$ cat config.mk
export PLATFORM = sky130hd
export DESIGN_NAME = stream_bcast_fifo_flat
export DESIGN_NICKNAME = d
export VERILOG_FILES = /design/src/rtl/stream_bcast_fifo_if.sv /design/src/rtl/stream_bcast_fifo.sv /design/src/flat_wrapper.sv
export SDC_FILE = /design/constraint.sdc
export NUM_CORES = 1
export LEC_CHECK = 0
export BUFFER_PORTS_ARGS = -buffer_cell sky130_fd_sc_hd__buf_4
export CELL_PAD_IN_SITES_DETAIL_PLACEMENT = 1
export CELL_PAD_IN_SITES_GLOBAL_PLACEMENT = 2
export CORE_MARGIN = 2
export CORE_UTILIZATION = 36
export CTS_CLUSTER_SIZE = 40
export DETAILED_ROUTE_END_ITERATION = 6
export PLACE_DENSITY_LB_ADDON = 0.1
export RECOVER_POWER = 50
export REMOVE_ABC_BUFFERS = 1
export SLEW_MARGIN = 20
export SYNTH_ARGS = -nofsm -noshare
export SYNTH_HDL_FRONTEND = slang
export SYNTH_HIERARCHICAL = 1
export SYNTH_SLANG_ARGS = --single-unit
$ cat constraint.sdc
create_clock -name ap_clk -period 4.3 [get_ports ap_clk]
set_input_delay 0.43 -clock ap_clk [delete_from_list [all_inputs] [get_ports ap_clk]]
set_output_delay 0.43 -clock ap_clk [all_outputs]
set_load 0.01 [all_outputs]
$ cat src/rtl/stream_bcast_fifo_if.sv
// Stream bundle for stream_bcast_fifo: N_IN producer streams in, N_IN*FANOUT lanes out.
// "slave" is the broadcast block's view; "master" is the surrounding producer/consumer view.
interface stream_bcast_fifo_if #(
    parameter int DATA_W = 32,
    parameter int N_IN   = 2,
    parameter int FANOUT = 2
);
    localparam int N_OUT = N_IN * FANOUT;

    logic [N_IN*DATA_W-1:0]  in_tdata;
    logic [N_IN-1:0]         in_tvalid;
    logic [N_IN-1:0]         in_tready;
    logic [N_OUT*DATA_W-1:0] out_tdata;
    logic [N_OUT-1:0]        out_tvalid;
    logic [N_OUT-1:0]        out_tready;

    modport slave (
        input  in_tdata, in_tvalid, out_tready,
        output in_tready, out_tdata, out_tvalid
    );

    modport master (
        output in_tdata, in_tvalid, out_tready,
        input  in_tready, out_tdata, out_tvalid
    );
endinterface

$ cat src/rtl/stream_bcast_fifo.sv
// Per-lane elastic FIFO, first-word-fall-through head straight from storage.
// Latency: write at edge N is visible on rd_dat/rd_vld after edge N.
// Backpressure: caller must not push while full; full reflects registered count only.
module stream_bcast_lane_fifo #(
    parameter int W     = 32,
    parameter int DEPTH = 4
) (
    input  logic         clk,
    input  logic         rst_n,
    input  logic         wr_vld,
    input  logic [W-1:0] wr_dat,
    output logic         full,
    output logic         rd_vld,
    output logic [W-1:0] rd_dat,
    input  logic         rd_rdy
);
    localparam int             AW       = $clog2(DEPTH);
    localparam logic [AW:0]    FULL_CNT = (AW+1)'(DEPTH);

    logic [W-1:0]  mem [DEPTH];
    logic [AW-1:0] wr_ptr;
    logic [AW-1:0] rd_ptr;
    logic [AW:0]   cnt;
    logic          push;
    logic          pop;

    assign full   = (cnt == FULL_CNT);
    assign rd_vld = (cnt != '0);
    assign rd_dat = mem[rd_ptr];
    assign push   = wr_vld & ~full;
    assign pop    = rd_vld & rd_rdy;

    // Storage is deliberately left out of reset; rd_vld masks stale words.
    always_ff @(posedge clk) begin
        if (push) begin
            mem[wr_ptr] <= wr_dat;
        end
    end

    always_ff @(posedge clk or negedge rst_n) begin
        if (!rst_n) begin
            wr_ptr <= '0;
            rd_ptr <= '0;
            cnt    <= '0;
        end else begin
            if (push) wr_ptr <= wr_ptr + 1'b1;
            if (pop)  rd_ptr <= rd_ptr + 1'b1;
            case ({push, pop})
                2'b10:   cnt <= cnt + 1'b1;
                2'b01:   cnt <= cnt - 1'b1;
                default: cnt <= cnt;
            endcase
        end
    end
endmodule

// Broadcast each input stream onto FANOUT masked lanes, each with its own FIFO.
// Latency: beat accepted at edge N is valid on its lanes after edge N (one cycle).
// Backpressure: input stalls only while an enabled lane of its group is full; no out_tready->in_tready path.
module stream_bcast_fifo #(
    parameter int DATA_W = 32,
    parameter int N_IN   = 2,
    parameter int FANOUT = 2,
    parameter int DEPTH  = 4
) (
    input  logic                   ap_clk,
    input  logic                   ap_rst_n,
    input  logic [N_IN*FANOUT-1:0] fanout_mask,
    stream_bcast_fifo_if.slave     bus,
    output logic                   ap_idle
);
    localparam int N_OUT = N_IN * FANOUT;

    logic [N_IN-1:0]   grp_rdy;
    logic [N_IN-1:0]   in_acc;
    logic [N_OUT-1:0]  lane_push;
    logic [N_OUT-1:0]  lane_block;
    logic [N_OUT-1:0]  out_vld;
    logic [N_OUT*DATA_W-1:0] out_dat;

    logic              lane_full [N_OUT];
    logic              lane_vld  [N_OUT];
    logic [DATA_W-1:0] lane_dat  [N_OUT];

    assign in_acc = bus.in_tvalid & grp_rdy;

    always_comb begin
        lane_block = '0;
        lane_push  = '0;
        out_vld    = '0;
        out_dat    = '0;
        for (int j = 0; j < N_OUT; j++) begin
            lane_block[j]              = fanout_mask[j] & lane_full[j];
            lane_push[j]               = fanout_mask[j] & in_acc[j / FANOUT];
            out_vld[j]                 = lane_vld[j];
            out_dat[j*DATA_W +: DATA_W] = lane_dat[j];
        end
    end

    // A group with every lane masked off keeps ready high and sinks its beats.
    always_comb begin
        grp_rdy = '0;
        for (int i = 0; i < N_IN; i++) begin
            grp_rdy[i] = ap_rst_n & ~|lane_block[i*FANOUT +: FANOUT];
        end
    end

    for (genvar j = 0; j < N_OUT; j++) begin : g_lane
        stream_bcast_lane_fifo #(
            .W     (DATA_W),
            .DEPTH (DEPTH)
        ) u_fifo (
            .clk    (ap_clk),
            .rst_n  (ap_rst_n),
            .wr_vld (lane_push[j]),
            .wr_dat (bus.in_tdata[(j / FANOUT)*DATA_W +: DATA_W]),
            .full   (lane_full[j]),
            .rd_vld (lane_vld[j]),
            .rd_dat (lane_dat[j]),
            .rd_rdy (bus.out_tready[j])
        );
    end

    assign bus.in_tready  = grp_rdy;
    assign bus.out_tvalid = out_vld;
    assign bus.out_tdata  = out_dat;
    assign ap_idle        = ~ap_rst_n | (~|out_vld & ~|bus.in_tvalid);
endmodule

$ cat src/flat_wrapper.sv
// flat-port wrapper written by rule: the top's interface ports become plain ports
module stream_bcast_fifo_flat 
#(
    parameter int DATA_W = 32,
    parameter int N_IN   = 2,
    parameter int FANOUT = 2,
    parameter int DEPTH  = 4
)
  (ap_clk, ap_rst_n, fanout_mask, ap_idle, bus_in_tdata, bus_in_tvalid, bus_out_tready, bus_in_tready, bus_out_tdata, bus_out_tvalid);
  stream_bcast_fifo_if #(.DATA_W(DATA_W), .N_IN(N_IN), .FANOUT(FANOUT)) bus_i ();
  input  logic ap_clk;
  input  logic ap_rst_n;
  input  logic [N_IN*FANOUT-1:0] fanout_mask;
  output logic ap_idle;
  input wire logic [$bits(bus_i.in_tdata)-1:0] bus_in_tdata;
  input wire logic [$bits(bus_i.in_tvalid)-1:0] bus_in_tvalid;
  input wire logic [$bits(bus_i.out_tready)-1:0] bus_out_tready;
  output wire logic [$bits(bus_i.in_tready)-1:0] bus_in_tready;
  output wire logic [$bits(bus_i.out_tdata)-1:0] bus_out_tdata;
  output wire logic [$bits(bus_i.out_tvalid)-1:0] bus_out_tvalid;
  assign bus_i.in_tdata = bus_in_tdata;
  assign bus_i.in_tvalid = bus_in_tvalid;
  assign bus_i.out_tready = bus_out_tready;
  assign bus_in_tready = bus_i.in_tready;
  assign bus_out_tdata = bus_i.out_tdata;
  assign bus_out_tvalid = bus_i.out_tvalid;
  stream_bcast_fifo #(.DATA_W(DATA_W), .N_IN(N_IN), .FANOUT(FANOUT), .DEPTH(DEPTH)) u_core (.ap_clk(ap_clk), .ap_rst_n(ap_rst_n), .fanout_mask(fanout_mask), .bus(bus_i), .ap_idle(ap_idle));
endmodule
==> results.json <==
{
  "cp_slowest_cell": "dfrtp_1",
  "io_pins": 211,
  "cp.required_ps": 3870,
  "ys_ff_latch": 540,
  "grt_max_degree": 36,
  "die-width_um": 242,
  "synth_edf_count": 512,
  "cts_buffers": 57,
  "grt_setup_unrepaired": "false",
  "min_period_ps": 3480,
  "seq_area_frac_synth_pct": 78.6,
  "ys.warnings.count": 6,
  "wl_per_cell_um": 23.6,
  "core_area_um2": 56300,
  "ys_types": 26,
  "syn2layout_area_growth_pct": 18.4,
  "cts_max_level": 2,
  "firstDrtPassIters": 4,
  "clock_skew_ps": 35.2,
  "final-setup-viol-count": 0,
  "syn_inst": 830,
  "drc": 0,
  "port-buffer-count": 210,
  "drive_gt1_share_pct": 31.9,
  "ant_nets": 0,
  "cts_tree": "built",
  "syn_avg_cell_area_um2": 24.6,
  "crit_fanout": 18,
  "maxCapViolCount": 2,
  "dpl.hpwl_mm": 26.7,
  "fin_nets": 1178,
  "power_density_nw_per_um2": 641,
  "start_util_pct": 36.3,
  "grt_overflow": 0,
  "hold_viol_final": 0,
  "gp_congestion": 0.689,
  "hold_class": "in -> reg",
  "fin_crit_sh_pct": 81.0,
  "cp-end-kind": "output pin",
  "netlist_area_um2": 20500,
  "status": "finished, violations left",
  "viasPerCell": 4.84,
  "drtIter0Drc": 418,
  "synth_ff_type": "edfxtp_1",
  "grt_pass1_wl_mm": 66.6,
  "grt.total_usage_pct": 15.3,
  "ir_drop_v": 0.000357,
  "grt_pass1_vias": 10000,
  "slowest_delay_ps": 1150,
  "clk_pin_slew_ps": 60,
  "clk_path_buf_depth": 3,
  "rrSetupSlack_ps": 1000,
  "violations": "capacitance limit, slew limit",
  "drv_slew": 66,
  "path_buf_inv": 2,
  "die_h_um": 242,
  "max-slew-margin-rel_pct": -23.8,
  "cp_cell_sequence": "buf_4 > mux4_2 > buf_4",
  "finalWirelength_mm": 44.3,
  "antenna_found_initial": 2,
  "fin_tns_setup_ps": 0,
  "row_count": 87,
  "insertion_delay_ps": 620,
  "die_area_um2": 58700,
  "critPathTopFamily": "flip-flops",
  "fmax_mhz": 287,
  "critical_path_class": "reg -> out",
  "critPathMostFrequentCell": "buf_4",
  "start_kind": "register",
  "async_flop_share_pct": 5.19,
  "vias": 9103,
  "post-cts-setup-buffers": 0,
  "regToRegEndpoint": "u_core/g_lane[3].u_fifo/mem[0][3]",
  "crit_end": "bus_out_tdata[49]",
  "tightest_slew_ps": 1860,
  "clock-root-buffer": "clkbuf_16",
  "crit-reg2reg-launch": "u_core/g_lane[2].u_fifo/cnt[2]",
  "r2r_cells": 5,
  "path_depth": 3,
  "cp.arrival_ps": 3050,
  "cts.sinks": 540,
  "total_power_mw": 15.5,
  "power_leakage_nw": 8.02,
  "setup.worst_path.start": "u_core/g_lane[1].u_fifo/rd_ptr[0]"
}
==> per-stage QoR <==
step           utilization, %  setup WS, ps  area [um^2]  cells  hold slack [ps]
6_report                 43.0           818        24200   1879              181
5_1_grt                  43.0           520        24200   1878              169
4_1_cts                  43.5           999        24500   1878             2.52
3_5_place_dp             40.3          1480        22700   1771              418
3_3_place_gp             40.3          1530        22700   1771              415
2_1_floorplan               -          1740        20100    798              134
==> logic make-up after synthesis <==
logic type,synth area share (%)
flip-flops,78.6
XOR/XNOR,1.03
adder cells (fa/ha/maj),1.61
buffers and inverters,2.20
AND/OR/NAND/NOR,1.46
multiplexers,14.8
AO/OA/AOI/OAI,0.306
==> worst reg2reg max path, stage by stage, from the launching register on <==
cell	delay, ps
dfrtp_1	400
nor3b_2	180
a22oi_1	220
and4_1	210
nor2b_1	390
and2_1	1440
==> registers in the layout (all words and copies together), names as in the netlist <==
signal and count:
u_core/g_lane.u_fifo/cnt 12, u_core/g_lane.u_fifo/wr_ptr 8, u_core/g_lane.u_fifo/rd_ptr 8, u_core/g_lane.u_fifo/mem 512
==> routing by layer <==
metal / wire length (um) / part of all wire [%] / track usage (%) / vias up
li1: - / - / - / 3967
met1: 19400 / 44 / 20.6 / 4875
met2: 22100 / 50 / 25.4 / 200
met3: 2030 / 4.6 / 3.29 / 59
met4: 769 / 1.7 / 3.74 / 2
met5: 13 / 0.029 / 0 / -
==> layout make-up <==
cell class / instances / area [um^2]
fill: 5246 / 32100
sequential: 540 / 16100
multi-input combinational: 234 / 3930
clock buffer: 70 / 1490
timing repair buffer: 221 / 1410
tap: 756 / 946
clock inverter: 33 / 280
inverter: 24 / 90.1
antenna: 1 / 2.50
==> report_power, final <==
part           switching (mW)  total [mW]  internal, mW
sequential              0.603        6.80          6.20
clock                    1.98        4.66          2.68
combinational            1.89        4.05          2.17
==> timing repair <==
item                      CTS  global route
gates resized for setup     0             0
hold buffers                4             0
hold endpoints to repair   40             0
==> layout by cell type, fill, tap and decap left out, types with 4 or more instances in the layout <==
cell type      count
nor2_1             4
mux2i_1            4
clkinv_2           7
xnor2_1           12
mux4_2           112
clkbuf_1          82
mux2_2             4
clkinv_1          19
buf_4            147
bufinv_16          4
inv_1             24
o31a_1             4
clkbuf_16         57
mux4_1            16
dfrtp_1           23
or3_1              4
dlygate4sd3_1      4
dfrtp_2            5
and4_1             4
xor2_1            12
edfxtp_1         512
ha_1              20
fa_1               4
nor2b_1            4
and2_2            14
nand2_1            4
==> Yosys cell counts (2+ instances only) <==
master,n,share of area [%]
clkbuf_1,4,0.073
and4_1,4,0.17
mux4_2,112,12
ha_1,20,1.2
o31a_1,4,0.17
nor3b_2,4,0.24
nor2b_2,4,0.17
buf_6,4,0.22
nand2_1,4,0.073
buf_12,12,1.2
edfxtp_1,512,75
inv_1,24,0.44
mux4_1,16,2.1
a22oi_1,2,0.073
buf_2,12,0.29
and2_1,18,0.55
mux2i_1,4,0.20
or3_1,4,0.12
mux2_2,4,0.22
nor2_1,4,0.073
dfrtp_1,28,3.4
fa_1,4,0.39
xnor2_1,12,0.51
xor2_1,12,0.51
==> worst min-delay path by stage <==
| stage | startpoint | endpoint | slack [ps] | cells past startpoint |
|---|---|---|---|---|
| finish | bus_in_tdata[57] | u_core/g_lane[3].u_fifo/mem[3][25] | 180 | 1 |
| global route | bus_in_tdata[32] | u_core/g_lane[3].u_fifo/mem[1][0] | 170 | 1 |
| CTS | bus_in_tdata[57] | u_core/g_lane[2].u_fifo/mem[1][25] | 3 | 1 |
| detailed placement | ap_rst_n | u_core/g_lane[0].u_fifo/cnt[0] | 420 | 1 |
| global placement | ap_rst_n | u_core/g_lane[0].u_fifo/cnt[0] | 420 | 1 |
| floorplan | ap_rst_n | u_core/g_lane[0].u_fifo/cnt[0] | 130 | 0 |
No activity file was read; power rests on OpenSTA's default activity.
